$ cat src/rtl/bar_smoother_pkg.sv
// Shared sizing, types and FSM encoding for the bar smoother slice.
package bar_smoother_pkg;

    localparam int NUM_BARS    = 16;
    localparam int HEIGHT_W    = 9;
    localparam int MAX_HEIGHT  = 479;
    localparam int DECAY_SHIFT = 3;
    localparam int HOLD_FRAMES = 30;
    localparam int PEAK_FALL   = 2;
    localparam int HOLD_W      = $clog2(HOLD_FRAMES + 1);
    localparam int IDX_W       = $clog2(NUM_BARS);

    typedef logic [HEIGHT_W-1:0] height_t;
    typedef logic [HOLD_W-1:0]   hold_t;

    typedef enum logic [1:0] {
        IDLE,
        PROC,
        PUBLISH
    } state_t;

    localparam height_t MAX_H     = height_t'(MAX_HEIGHT);
    localparam hold_t   HOLD_INIT = hold_t'(HOLD_FRAMES);

    function automatic height_t clamp_height(height_t v);
        return (v > MAX_H) ? MAX_H : v;
    endfunction

endpackage

$ cat src/rtl/bar_smoother_if.sv
// Frame-level bus between load_new_heights, the smoother and VGA_Driver.
interface bar_smoother_if;
    import bar_smoother_pkg::*;

    height_t raw_heights [NUM_BARS];
    logic    raw_valid;
    logic    freeze;
    height_t heights [NUM_BARS];
    height_t peaks [NUM_BARS];
    logic    out_valid;
    logic    busy;
    logic    overrun;

    modport master (
        output raw_heights, raw_valid, freeze,
        input  heights, peaks, out_valid, busy, overrun
    );

    modport slave (
        input  raw_heights, raw_valid, freeze,
        output heights, peaks, out_valid, busy, overrun
    );

endinterface

$ cat src/rtl/bar_update_alu.sv
// Combinational single-bar update: attack/decay of the height, then peak-hold.
module bar_update_alu
    import bar_smoother_pkg::*;
(
    input  height_t raw,
    input  height_t cur,
    input  height_t peak,
    input  hold_t   hold,
    output height_t cur_next,
    output height_t peak_next,
    output hold_t   hold_next
);

    localparam logic [HEIGHT_W:0] ONE_W  = {{HEIGHT_W{1'b0}}, 1'b1};
    localparam logic [HEIGHT_W:0] FALL_W = (HEIGHT_W + 1)'(PEAK_FALL);

    logic [HEIGHT_W:0] decay;
    logic [HEIGHT_W:0] cur_sub;
    logic [HEIGHT_W:0] peak_sub;

    // The extra top bit of each difference is a borrow flag: a borrow means
    // the result would have gone negative and the floor value is used instead.
    always_comb begin
        decay     = {1'b0, cur >> DECAY_SHIFT} + ONE_W;
        cur_sub   = {1'b0, cur} - decay;
        peak_sub  = {1'b0, peak} - FALL_W;
        cur_next  = raw;
        peak_next = peak;
        hold_next = hold;

        if (raw < cur && !cur_sub[HEIGHT_W] && cur_sub[HEIGHT_W-1:0] > raw)
            cur_next = cur_sub[HEIGHT_W-1:0];

        if (cur_next >= peak) begin
            peak_next = cur_next;
            hold_next = HOLD_INIT;
        end else if (hold != '0) begin
            hold_next = hold - 1'b1;
        end else if (peak_sub[HEIGHT_W] || peak_sub[HEIGHT_W-1:0] < cur_next) begin
            peak_next = cur_next;
        end else begin
            peak_next = peak_sub[HEIGHT_W-1:0];
        end
    end

endmodule

$ cat src/rtl/bar_smoother.sv
// Serial per-bar smoother: snapshots a raw frame, updates one bar per clock,
// then publishes heights and peaks together so the display never tears.
module bar_smoother
    import bar_smoother_pkg::*;
(
    input logic           clk,
    input logic           reset_n,
    bar_smoother_if.slave bus
);

    state_t             state;
    logic [IDX_W-1:0]   idx;
    height_t            snap [NUM_BARS];
    height_t            cur [NUM_BARS];
    height_t            pk [NUM_BARS];
    hold_t              hold [NUM_BARS];

    height_t            cur_next;
    height_t            peak_next;
    hold_t              hold_next;

    bar_update_alu u_alu (
        .raw       (snap[idx]),
        .cur       (cur[idx]),
        .peak      (pk[idx]),
        .hold      (hold[idx]),
        .cur_next  (cur_next),
        .peak_next (peak_next),
        .hold_next (hold_next)
    );

    always_ff @(posedge clk) begin
        if (!reset_n) begin
            state         <= IDLE;
            idx           <= '0;
            bus.out_valid <= 1'b0;
            bus.busy      <= 1'b0;
            bus.overrun   <= 1'b0;
            for (int i = 0; i < NUM_BARS; i++) begin
                snap[i]        <= '0;
                cur[i]         <= '0;
                pk[i]          <= '0;
                hold[i]        <= '0;
                bus.heights[i] <= '0;
                bus.peaks[i]   <= '0;
            end
        end else begin
            bus.out_valid <= 1'b0;
            // PUBLISH still counts as busy, so only IDLE accepts a frame.
            if (bus.raw_valid && !bus.freeze && state != IDLE)
                bus.overrun <= 1'b1;

            case (state)
                IDLE: begin
                    if (bus.raw_valid && !bus.freeze) begin
                        for (int i = 0; i < NUM_BARS; i++)
                            snap[i] <= clamp_height(bus.raw_heights[i]);
                        idx      <= '0;
                        bus.busy <= 1'b1;
                        state    <= PROC;
                    end
                end
                PROC: begin
                    cur[idx]  <= cur_next;
                    pk[idx]   <= peak_next;
                    hold[idx] <= hold_next;
                    if (idx == IDX_W'(NUM_BARS - 1))
                        state <= PUBLISH;
                    else
                        idx <= idx + 1'b1;
                end
                PUBLISH: begin
                    bus.heights   <= cur;
                    bus.peaks     <= pk;
                    bus.out_valid <= 1'b1;
                    bus.busy      <= 1'b0;
                    state         <= IDLE;
                end
                default: state <= IDLE;
            endcase
        end
    end

endmodule

$ cat src/flat_wrapper.sv
// flat-port wrapper written by rule: the top's interface ports become plain ports
module bar_smoother_flat import bar_smoother_pkg::*;
  (clk, reset_n, bus_raw_heights, bus_raw_valid, bus_freeze, bus_heights, bus_peaks, bus_out_valid, bus_busy, bus_overrun);
  bar_smoother_if bus_i ();
  input logic clk;
  input logic reset_n;
  input wire logic [$bits(bus_i.raw_heights)-1:0] bus_raw_heights;
  input wire logic [$bits(bus_i.raw_valid)-1:0] bus_raw_valid;
  input wire logic [$bits(bus_i.freeze)-1:0] bus_freeze;
  output wire logic [$bits(bus_i.heights)-1:0] bus_heights;
  output wire logic [$bits(bus_i.peaks)-1:0] bus_peaks;
  output wire logic [$bits(bus_i.out_valid)-1:0] bus_out_valid;
  output wire logic [$bits(bus_i.busy)-1:0] bus_busy;
  output wire logic [$bits(bus_i.overrun)-1:0] bus_overrun;
  assign bus_i.raw_heights = {>>{bus_raw_heights}};
  assign bus_i.raw_valid = bus_raw_valid;
  assign bus_i.freeze = bus_freeze;
  assign bus_heights = {>>{bus_i.heights}};
  assign bus_peaks = {>>{bus_i.peaks}};
  assign bus_out_valid = bus_i.out_valid;
  assign bus_busy = bus_i.busy;
  assign bus_overrun = bus_i.overrun;
  bar_smoother u_core (.clk(clk), .reset_n(reset_n), .bus(bus_i));
endmodule
$ cat config.mk
export PLATFORM = sky130hd
export DESIGN_NAME = bar_smoother_flat
export DESIGN_NICKNAME = d
export VERILOG_FILES = /design/src/rtl/bar_smoother_pkg.sv /design/src/rtl/bar_smoother_if.sv /design/src/rtl/bar_update_alu.sv /design/src/rtl/bar_smoother.sv /design/src/flat_wrapper.sv
export SDC_FILE = /design/constraint.sdc
export NUM_CORES = 1
export LEC_CHECK = 0
export ABC_AREA = 1
export ABC_CLOCK_PERIOD_IN_PS = 8500
export BUFFER_PORTS_ARGS = -buffer_cell sky130_fd_sc_hd__buf_4
export CAP_MARGIN = 20
export CORE_MARGIN = 5
export CORE_UTILIZATION = 32
export DETAILED_ROUTE_END_ITERATION = 8
export GPL_TIMING_DRIVEN = 0
export PLACE_DENSITY = 0.46
export SETUP_SLACK_MARGIN = 0.05
export SLEW_MARGIN = 20
export SYNTH_ARGS = -nofsm -noshare
export SYNTH_HDL_FRONTEND = slang
export SYNTH_SLANG_ARGS = --single-unit
$ cat constraint.sdc
create_clock -name clk -period 8.5 [get_ports clk]
set_input_delay 1.275 -clock clk [delete_from_list [all_inputs] [get_ports clk]]
set_output_delay 1.275 -clock clk [all_outputs]
set_load 0.01 [all_outputs]
# Word-level counts from Yosys, hierarchy flattened
# Memories as Yosys holds them, arrays and structs flattened. A register that Yosys moved wholly into a read port is not among the register bits.
# Cells that the tools add are included.
# word_totals
memories	2
ff_bits	585
in_bits	148
ram_bits	224
word_cells	210
output_inout_bits	291
# memory_table
memory	words	word_bits	read_ports	rd_clocked_by_memory_dff	wr	line	text
u_core.snap	16	9	1	1	16	bar_smoother.sv:13	height_t snap [NUM_BARS];
u_core.hold	16	5	1	1	16	bar_smoother.sv:16	hold_t hold [NUM_BARS];
# op_classes
n_lt_le_gt_ge	22
muxes	72
n_reduce_logical	17
bitwise_logic	17
n_addsub	5
n_eq_ne	6
# op_table
operator	count
9-bit 2-to-1 mux	41
144-bit bitwise mux	2
9-bit greater-than comparator (second input constant)	16
9-bit binary-select mux with 4-bit select	2
9-bit demux with 4-bit select	1
4-bit 2-to-1 mux	7
9-bit less-than comparator	2
1-bit OR	16
5-bit 2-to-1 mux	3
1-bit 2-to-1 mux	11
9-bit by 2-bit subtractor with 10-bit output (second input constant)	1
9-bit by 7-bit subtractor with 10-bit output	1
9-bit greater-or-equal comparator	1
9-bit greater-than comparator	1
4-bit one-hot mux with 2 select lines	1
6-bit by 1-bit adder with 7-bit output (second input constant)	1
2-bit nonzero test	3
5-bit greater-or-equal comparator (second input constant)	1
1-bit logical AND	5
5-bit by 1-bit less-than comparator with 1-bit output (second input constant)	1
4-bit inverter with 5-bit output	1
5-bit nonzero test	1
5-bit OR reduction	1
5-bit by 1-bit subtractor with 5-bit output (second input constant)	1
other kinds (14)	18

# Depth between registers and ports, before layout
# Gate-level depths: netlist of run 1.
# logic_depth
ltp_word	16
mapped_depth	53
mapped_depth_nobuf	45

# Modules after synthesis
# Synthesis of run 1 repeated with hierarchy kept, for this count alone.
# hier_totals
hier_cells	4409
area_unflattened_um2	34912.2
# modules_own_cells
mod	seq_area_each_um2	instances	cells_per_inst	area_per_inst_um2
bar_smoother	18517.8	1	4067	32889.0
bar_update_alu	0.0	1	342	2023.2

# Worst setup path before layout of run 1
# OpenSTA, ideal clock, no wires.
# synth_timing
path_kind	register to register
start	reg u_core.idx[0]
end	mem u_core.hold[0][1] (netlist name) (data pin)
t_required_ps	8250
slack_ps	1082
synth_period_minus_slack_ps	7418
arrival_ps	7168
setup_time_ps	250
n_path_buf	11
stages_incl_launch_ff	50
path_cell_list	dfxtp_1 buf_4 buf_6 clkbuf_1 buf_2 buf_2 clkbuf_1 clkbuf_1 a21oi_1 o21ai_0 nand2_1 nand2_1 nand4_1 inv_1 ha_1 inv_1 fa_1 o21ai_0 [14 not listed] o21ai_1 clkbuf_1 inv_1 ha_1 inv_1 nand2_1 a21oi_1 nand2_1 nand2_1 nand2_1 nand2_1 nand2_1 a21oi_4 buf_6 o211ai_2 buf_2 nand2_1 inv_1
# synth_lines
element	line	text
from (decl)	bar_smoother.sv:12	logic [IDX_W-1:0] idx;
from (signal assigned)	bar_smoother.sv:70	idx <= idx + 1'b1;
to (decl)	bar_smoother.sv:16	

# Worst setup path after layout of run 1
# layout_timing
start	reg u_core.idx[3]
end	reg u_core.pk[130] (netlist name)
# layout_via
elab_chain_len	16
word_cells_on_any_way	28
cone_classes	add/sub: 3; order compare: 6; mux: 13; bitwise: 1; reduce/logical: 5
# layout_rtl
element	line	text
4-bit inverter with 5-bit output (implied by the code) *	bar_smoother.sv:24	.cur (cur[idx]),
9-bit binary-select mux with 4-bit select *	bar_smoother.sv:24	
9-bit 2-to-1 mux (implied by the code) * (2 in a row)	bar_smoother.sv:24	
branches (longest 5 deep; another with 9-bit by 7-bit subtractor with 10-bit output)	-	
9-bit 2-to-1 mux *	bar_update_alu.sv:31	if (raw < cur && !cur_sub[HEIGHT_W] && cur_sub[HEIGHT_W-1:0] > raw)
net u_core.cur_next[1]	bar_smoother.sv:18	height_t cur_next;
9-bit less-than comparator	bar_update_alu.sv:39	end else if (peak_sub[HEIGHT_W] || peak_sub[HEIGHT_W-1:0] < cur_next) begin
1-bit logical OR	bar_update_alu.sv:39	
9-bit 2-to-1 mux	bar_update_alu.sv:39	
9-bit 2-to-1 mux	bar_update_alu.sv:37	end else if (hold != '0) begin
9-bit 2-to-1 mux *	bar_update_alu.sv:34	if (cur_next >= peak) begin
144-bit bitwise mux *	bar_smoother.sv:65	pk[idx] <= peak_next;
to (signal, indexed assignment)	bar_smoother.sv:65	
to (decl)	bar_smoother.sv:15	height_t pk [NUM_BARS];
# Mark *: on every way through the listed nets, which the timed path passes. The select of a mux whose other input is x is not followed.
# A chain may end at the register's enable or synchronous reset.

==> flow_summary.toml, run 1 <==
[synth]
async_flop_share = 0
synth-simple-area-share = 0.217
synth-compound-area-share = 0.150
synthMuxAreaShare = 0
synth-xor-area-share = 0.00384
yosysWarnings = 0
synth_cells = 4291
synth_edf_count = 224
synth_top_family_by_area = "simple AND/OR/NAND/NOR gates"
ys_types = 43
synthesis.nets = 4483
synth_ff_type = "dfxtp_1"
synth_fa_ha_area_frac = 0.0163
synthesis.area_um2 = 34200
yosysSeqAreaShare = 0.541
ys_seq_elements = 813
synth.avg_cell_area_um2 = 7.98

[clock_tree]
numCtsBuffers = 94
clk_pin_slew_ns = 0.06
root_buffer = "clkbuf_16"
cts_sinks = 813
clock_path_buffers = 3
cts_tree = "yes"
cts_max_level = 3
worstSkewPairLatency_ns = 0.69

[timing]
finClkSkew_ns = 0.0232
fin_crit_sh = 0.938
setup_violations = 0
hold_viol_final = 0
maxSlewHeadroom = 0.246
rsz0062_at_grt = "yes"
whs_ns = 0.465
period_needed_ns = 7.97
fmax_mhz = 125
worst_pin_slew_ns = 1.13
finalMaxSlewViolations = 0

[floorplan]
row_count = 120
core_region_area_um2 = 107000
die_y_um = 337
dieWidth_um = 337
die-area_um2 = 114000
pin_count = 439
initial_core_util = 0.321

[power]
power_leakage_nw = 18.5
p_per_area_nw_per_um2 = 265
power_mw = 11.3
ir_worst_vdd_mv = 0.236

[global_route]
grtUsageTotal = 0.263
antenna_found_initial = 5
grt_start_max_net_pins = 43
grt_overflow = 0
grt_first_pass_wirelength_um = 219000
grt_pass1_vias = 30800

[placement]
port_buffers = 437
hpwl_um = 117000
gp_congestion = 0.921

[routing]
routed_wl_um = 155000
drc = 0
highest_layer = "met5"
wl_met3_um = 11200
dr.first_iter.drc_count = 3039
antenna_left = 0
wl_met1_um = 67900
dr.pass1.iters = 6
dr_wl_met2_um = 71300
via_per_inst = 5.16
vias = 32600
wl_per_cell_um = 24.6

[outcome]
status = "finished clean"

[worst_setup_path]
crit_fanout = 10
cp.required_ns = 9.07
cp_common_cell = "nand2_1"
crit_start = "u_core.idx[3]"
cp-start-kind = "flop"
crit-reg2reg-launch = "u_core.idx[3]"
cpMaxStageDelayCell = "clkbuf_1"
reg2reg_slack_ns = 0.53
end_kind = "flop"
critPathArrivalTime_ns = 8.54
path_class = "reg2reg"
max_stage_delay_ns = 0.70

[finish]
drive_gt1_frac = 0.150
final_nets = 5024
synthToLayoutAreaGrowth_pct = 24.8

[run]
maxCapViolations = 0

[hold_path]
hold_class = "reg2reg"
worstHoldStart = "u_core.pk[61]"
## path summary, 6_finish.rpt
check / to / cells past startpoint
max: u_core.pk[130] / 44
min: u_core.pk[61] / 2
max reg2reg: u_core.pk[130] / 44
min reg2reg: u_core.pk[61] / 2
## metal layers
layer  global-route usage  up-vias
met4               0.0757        4
met2                0.431     1302
met5                    0        -
li1                     -    15300
met1                0.357    15700
met3               0.0460      251
## cells by family (layout without fill, tap and decap cells)
group | Yosys count | count (layout)
simple gates | 1850 | 1850
other cells | 0 | 1
compound gates | 941 | 941
flops | 813 | 813
xor+xnor | 15 | 15
fa+ha+maj | 44 | 44
buf+inv | 628 | 1246
## layout by cell type (no fill, tap or decap), types with 22 or more instances in the layout
cell       instances
edfxtp_1         224
nor2_1           849
nand4_1           22
clkbuf_1         204
buf_4            455
a21oi_1          156
clkinv_1          26
buf_2             40
o22ai_1          145
o21ai_0          561
inv_1            328
dfxtp_1          588
o221ai_1          41
ha_1              43
nand2_1          702
clkbuf_16         97
nand3_1          210
## flip-flops by register name, indices dropped and copies added, names as in the netlist, named ones only
register / flops
u_core.bus.heights: 144
u_core.bus.peaks: 144
u_core.cur: 144
u_core.pk: 144
u_core.snap: 144
u_core.hold: 80
u_core.idx: 4
u_core.state: 2
u_core.bus.busy: 1
u_core.bus.out_valid: 1
u_core.bus.overrun: 1
## where the power goes
| part | internal, mW | switching (mW) | total (mW) |
|---|---|---|---|
| Combinational | 0.784 | 2.28 | 3.06 |
| Clock | 2.39 | 1.75 | 4.14 |
| Sequential | 4.07 | 0.0433 | 4.12 |
| Total | 7.25 | 4.07 | 11.3 |
## Yosys cell counts, drive strengths merged, types with 11 or more instances
library cell / number / share of area
nand2: 719 / 0.080
o21ai: 572 / 0.084
a21oi: 158 / 0.024
clkinv: 21 / 0.0023
buf: 64 / 0.0097
edfxtp: 224 / 0.20
nand3: 219 / 0.033
nor4: 11 / 0.0020
o211ai: 16 / 0.0037
nand4: 22 / 0.0040
xor2: 12 / 0.0031
inv: 337 / 0.037
nor2: 856 / 0.094
clkbuf: 206 / 0.023
o22ai: 145 / 0.027
dfxtp: 589 / 0.34
nor3: 17 / 0.0025
ha: 43 / 0.016
o221ai: 41 / 0.010
## critical path: cells and delay by family, from the launching register on
family / cells / cell delay [ns]
flops: 1 / 0.38
compound gates: 3 / 0.47
buf+inv: 9 / 2.14
fa+ha+maj: 4 / 1.09
xor+xnor: 1 / 0.19
simple gates: 27 / 3.54
## repair_timing
action                                  in CTS  in global routing
cloned                                       0                  0
pin swaps                                    2                  1
hold buffers                                 0                  0
buffers inserted                             3                  6
endpoints found under the setup margin     280                224
resized for setup                           37                 24
## layout make-up
cell class	instances	area [µm²]
Inverter	358	1340
Clock buffer	131	2680
Timing Repair Buffer	455	3440
Antenna cell	1	2.50
Clock inverter	42	420
Sequential cell	813	18500
Multi-Input combinational cell	2850	13400
Fill cell	11300	63900
Buffer	260	1140
Tap cell	1403	1760
## stage by stage
stage	utilization	setup WS, ns	instance area, µm²	cells	setup TNS (ns)
6_report	0.401	0.527	42700	6313	0
5_1_grt	0.401	0.0421	42700	6313	0
3_5_place_dp	0.370	-2.53	39400	6140	-506.35
2_1_floorplan	-	1.08	34200	4291	0
3_3_place_gp	0.368	-2.90	39300	6131	-595.48
4_1_cts	0.400	0.0643	42600	6309	0
No activity file was read; power rests on OpenSTA's default activity.
==> inputs of run 2 (changes only) <==
--- a/config.mk
+++ b/config.mk
@@ -9,11 +9,13 @@
 export ABC_CLOCK_PERIOD_IN_PS = 8500
 export BUFFER_PORTS_ARGS = -buffer_cell sky130_fd_sc_hd__buf_4
 export CAP_MARGIN = 20
+export CELL_PAD_IN_SITES_DETAIL_PLACEMENT = 1
+export CELL_PAD_IN_SITES_GLOBAL_PLACEMENT = 2
 export CORE_MARGIN = 5
 export CORE_UTILIZATION = 32
 export DETAILED_ROUTE_END_ITERATION = 8
 export GPL_TIMING_DRIVEN = 0
-export PLACE_DENSITY = 0.46
+export PLACE_DENSITY = 0.72
 export SETUP_SLACK_MARGIN = 0.05
 export SLEW_MARGIN = 20
 export SYNTH_ARGS = -nofsm -noshare
==> run 2 against run 1 <==
Sequential power about the same. Die area unchanged. Register-to-register slack worse by 0.11 ns. Global-route usage up 2.2 points.
==> flow_summary.toml, run 2 (synthesis results as in run 1) <==
[timing]
period_needed_ns = 8.08
setup_violations = 0
worst_pin_slew_ns = 1.16
finalMaxSlewViolations = 0
fin_setup_tns_ns = 0
rsz0062_at_grt = "no"
maxSlewHeadroom = 0.224
finClkSkew_ns = 0.0321
layout_setup_ws_ns = 0.417
fmax_mhz = 124
hold_viol_final = 0
fin_crit_sh = 0.951

[power]
p_sw_mw = 4.24
seqPwrFrac = 0.355
internal_power_mw = 7.39
comb_power_share = 0.277
p_per_area_nw_per_um2 = 271
ir_worst_vdd_mv = 0.157
power_leakage_nw = 18.6
clockPowerShare = 0.368
p_sw_frac = 0.365

[hold_path]
hold_class = "reg2reg"

[clock_tree]
clock_path_buffers = 3
root_buffer = "clkbuf_16"
clk_pin_slew_ns = 0.06
ctsHoldBuffers = 0
numCtsBuffers = 95
cts_max_level = 3
worstSkewPairLatency_ns = 0.68
cts_tree = "yes"
cts_sinks = 813

[routing]
dr.pass1.iters = 6
routed_wl_um = 167000
drc = 0
wl_per_cell_um = 26.5
via_per_inst = 5.27
vias = 33300
antenna_left = 0
dr.first_iter.drc_count = 2521

[worst_setup_path]
path_class = "reg2reg"
crit_fanout = 28
cp_common_cell = "nand2_1"
critPathArrivalTime_ns = 8.70
max_stage_delay_ns = 0.52
end_kind = "flop"
cp-start-kind = "flop"
cp.required_ns = 9.12
cpMaxStageDelayCell = "ha_1"

[finish]
multi_input_area_um2 = 13400
regArea_um2 = 18500
n_antenna_cell = 0
drive_gt1_frac = 0.152
final_nets = 5024
synthToLayoutAreaGrowth_pct = 25.3
final_common_cell = "nor2_1"
nFillCells = 12900
layout.cells.most_common_list = "nor2_1, nand2_1, dfxtp_1, o21ai_0, buf_4"
post-route-cell-area_um2 = 42900

[global_route]
grt_start_max_net_pins = 56
grtUsageTotal = 0.285
grt_first_pass_wirelength_um = 236000
grt_pass1_vias = 33500
grt_overflow = 0
antenna_found_initial = 5

[floorplan]
core_region_area_um2 = 107000
die-area_um2 = 114000
row_count = 120
dieWidth_um = 337
die_y_um = 337
initial_core_util = 0.321
pin_count = 439

[run]
maxCapViolations = 0

[placement]
dp_slack_ns = -2.92
port_buffers = 437
gp_congestion = 0.906
placed_area_um2 = 39500
hpwl_um = 127000

[outcome]
status = "finished clean"
==> run 2: changes by cell type in the layout (fill, tap and decap cells not counted), sizes merged <==
cell	previous run	this run
buf	513	516
bufinv	6	8
clkbuf	333	339
clkinv	47	43
clkinvlp	4	1
diode	1	0
inv	343	340
==> run 2: cell type report <==
class,instances,share of cell area
flip-flops and latches,813,0.432
multi-input cells,2850,0.313
repair buffers,456,0.0808
clock buffers,141,0.0654
well taps,1403,0.0409
inverters,358,0.0314
plain buffers,258,0.0267
clock inverters,34,0.00963
==> run 2: power by group through the flow <==
stage | logic, mW | clock network (mW) | registers, mW
global route | 3.41 | 4.50 | 4.13
floorplan | 1.73 | 0 | 4.19
global placement | 2.98 | 0 | 4.21
finish | 3.22 | 4.28 | 4.12
detailed placement | 3.02 | 0 | 4.20
CTS | 3.11 | 4.34 | 4.12
==> run 2: final timing paths <==
kind / slack (ns) / depth (start not counted) / to / startpoint
worst max-delay path: 0.42 / 46 / u_core.pk[115] / u_core.idx[1]
worst min-delay path: 0.47 / 2 / u_core.pk[125] / u_core.pk[125]
worst max register to register: 0.42 / 46 / u_core.pk[115] / u_core.idx[1]
worst min register to register: 0.47 / 2 / u_core.pk[125] / u_core.pk[125]
==> run 2: timing repair <==
action,4_1_cts,5_1_grt
gates cloned,0,0
resized for setup,40,30
buffers inserted,5,3
endpoints found under the hold margin,0,0
pin swaps,4,1
endpoints found under the setup margin,356,219
==> run 2: layer usage <==
| layer | GRT usage | up-vias | wire length [µm] |
|---|---|---|---|
| li1 | - | 15300 | - |
| met1 | 0.384 | 16700 | 73400 |
| met2 | 0.475 | 1108 | 78300 |
| met3 | 0.0500 | 215 | 11100 |
| met4 | 0.0735 | 2 | 4690 |
| met5 | 0 | - | 13 |
==> run 2: stage by stage <==
step / hold slack (ns) / cells / utilization / power (mW)
2_1_floorplan: 0.438 / 4291 / - / 5.92
3_3_place_gp: 0.454 / 6131 / 0.368 / 7.20
3_5_place_dp: 0.458 / 6141 / 0.370 / 7.23
4_1_cts: 0.471 / 6311 / 0.401 / 11.6
5_1_grt: 0.486 / 6313 / 0.402 / 12.0
6_report: 0.474 / 6313 / 0.402 / 11.6
==> run 2: worst max-delay path: cells and delay by family, from the launching register on <==
| family | cells | cell delay, ns |
|---|---|---|
| buf+inv | 8 | 2.05 |
| simple gates | 29 | 3.38 |
| fa+ha+maj | 3 | 1.16 |
| flops | 1 | 0.39 |
| compound gates | 5 | 0.74 |
| xor+xnor | 1 | 0.20 |
==> inputs of run 3 (changes only) <==
--- a/config.mk
+++ b/config.mk
@@ -16,6 +16,7 @@
 export DETAILED_ROUTE_END_ITERATION = 8
 export GPL_TIMING_DRIVEN = 0
 export PLACE_DENSITY = 0.72
+export RECOVER_POWER = 50
 export SETUP_SLACK_MARGIN = 0.05
 export SLEW_MARGIN = 20
 export SYNTH_ARGS = -nofsm -noshare
==> constraint.sdc (replaced) <==
create_clock -name clk -period 8.5 [get_ports clk]
set_input_delay 1.275 -clock clk [delete_from_list [all_inputs] [get_ports clk]]
set_output_delay 1.275 -clock clk [all_outputs]
set_load 0.05 [all_outputs]
==> run 3 against run 2 <==
Via count about the same. Critical path depth unchanged. Count of clock-buffer cells in the layout unchanged. Wire length decreased by 0.13%. Clock skew increased by 0.00083 ns. Sequential share of layout area increased by 1.1 points. Non-clock buffer count unchanged. Combinational power about the same. Worst hold slack got worse by 0.0010 ns. Sequential cell count unchanged. First-iteration DRC count increased by 2.0%. Sequential power about the same.
==> flow_summary.toml, run 3 (synthesis results as in run 1) <==
[power]
clockPowerShare = 0.368
p_sw_frac = 0.364
ir_worst_vdd_mv = 0.158
p_sw_mw = 4.23
power_leakage_nw = 17.3
comb_power_share = 0.277
power_mw = 11.6
seqPwrFrac = 0.355
p_per_area_nw_per_um2 = 278
internal_power_mw = 7.39

[timing]
maxSlewHeadroom = 0.103
setup_violations = 0
hold_viol_final = 0
worst_pin_slew_ns = 1.34
fmax_mhz = 124
rsz0062_at_grt = "no"
whs_ns = 0.473
period_needed_ns = 8.08
finalMaxSlewViolations = 0
finClkSkew_ns = 0.0329
fin_crit_sh = 0.951

[clock_tree]
cts_max_level = 3
cts_tree = "yes"
worstSkewPairLatency_ns = 0.68
ctsHoldBuffers = 0
clk_pin_slew_ns = 0.06
root_buffer = "clkbuf_16"
clock_path_buffers = 3
cts_sinks = 813
numCtsBuffers = 95

[floorplan]
initial_core_util = 0.321
die-area_um2 = 114000
core_region_area_um2 = 107000
dieWidth_um = 337
pin_count = 439
row_count = 120
die_y_um = 337

[routing]
routed_wl_um = 167000
via_per_inst = 5.27
vias = 33300
dr.first_iter.drc_count = 2572
antenna_left = 0
wl_per_cell_um = 26.5
drc = 0
dr.pass1.iters = 7

[worst_setup_path]
cp-start-kind = "flop"
cp.required_ns = 9.11
cpMaxStageDelayCell = "clkbuf_1"
crit_fanout = 10
end_kind = "flop"
critPathArrivalTime_ns = 8.69
max_stage_delay_ns = 0.65
cp_common_cell = "nand2_1"
path_class = "reg2reg"

[global_route]
grt_use_met2 = 0.475
grt_pass1_vias = 33500
grt_busiest_layer = "met2"
grt_first_pass_wirelength_um = 236000
grtUsageTotal = 0.285
grt_util_met3 = 0.0500
grtUsageMet1 = 0.384
grt_start_max_net_pins = 56
antenna_found_initial = 5
grt_overflow = 0

[finish]
multi_input_area_um2 = 13400
layout.cells.most_common_list = "nor2_1, nand2_1, dfxtp_1, o21ai_0, clkbuf_1"
nFillCells = 13000
synthToLayoutAreaGrowth_pct = 22.1
regArea_um2 = 18500
drive_gt1_frac = 0.0919
final_common_cell = "nor2_1"
final_nets = 5024

[outcome]
status = "finished clean"

[run]
maxCapViolations = 0

[placement]
gp_congestion = 0.906
port_buffers = 437
hpwl_um = 127000

[hold_path]
hold_class = "reg2reg"
==> run 3: cell count changes in the layout (fill, tap and decap cells not counted), sizes merged <==
cell	before	now
diode	0	2
clkbuf	339	631
buf	516	224
==> run 3: power groups by stage <==
stage          clock network (mW)  logic, mW  registers (mW)
6_report                     4.28       3.22            4.12
5_1_grt                      4.50       3.41            4.13
4_1_cts                      4.34       3.11            4.12
3_5_place_dp                    0       3.03            4.20
3_3_place_gp                    0       2.99            4.21
2_1_floorplan                   0       1.73            4.19
==> run 3: cell type report <==
cell class / instances / area share
repair buffers: 456 / 0.0568
flip-flops and latches: 813 / 0.443
plain buffers: 258 / 0.0274
clock buffers: 141 / 0.0671
multi-input cells: 2850 / 0.321
inverters: 358 / 0.0322
well taps: 1403 / 0.0420
diodes: 2 / 0.000120
clock inverters: 34 / 0.00988
==> run 3: critical path, delay by kind of cell (launching register included) <==
| family | cells | cell delay [ns] |
|---|---|---|
| AO/OA/AOI/OAI | 3 | 0.56 |
| XOR/XNOR | 1 | 0.20 |
| buffers and inverters | 10 | 2.18 |
| AND/OR/NAND/NOR | 28 | 3.48 |
| adder cells (fa/ha/maj) | 4 | 1.10 |
| flip-flops | 1 | 0.45 |
==> run 3: repair_timing <==
item / 4_1_cts / 5_1_grt
setup buffers: 5 / 3
hold endpoints to repair: 0 / 0
resized for setup: 40 / 30
pin swaps: 4 / 1
endpoints found under the setup margin: 356 / 219
==> run 3: per-layer routing <==
| layer | vias to the layer above | wire (µm) |
|---|---|---|
| met5 | - | 13 |
| met4 | 2 | 4430 |
| met3 | 200 | 11300 |
| met2 | 1106 | 78300 |
| met1 | 16700 | 73200 |
| li1 | 15300 | - |
==> run 3: final timing paths <==
kind                                      from              to  slack (ns)  cells after the start
worst min register to register  u_core.pk[130]  u_core.pk[130]        0.47                      2
worst max register to register   u_core.idx[2]   u_core.pk[75]        0.42                     46
worst max-delay path             u_core.idx[2]   u_core.pk[75]        0.42                     46
worst min-delay path            u_core.pk[130]  u_core.pk[130]        0.47                      2
==> run 3: through the flow <==
step                 util  TNS, ns  setup slack, ns  std cells  area (µm²)
detailed placement  0.370  -624.62            -2.92       6141       39500
floorplan               -        0             1.08       4291       34200
global placement    0.368  -708.36            -3.30       6131       39300
finish              0.392        0            0.415       6315       41800
global route        0.392        0           0.0182       6313       41800
CTS                 0.401        0            0.161       6311       42800
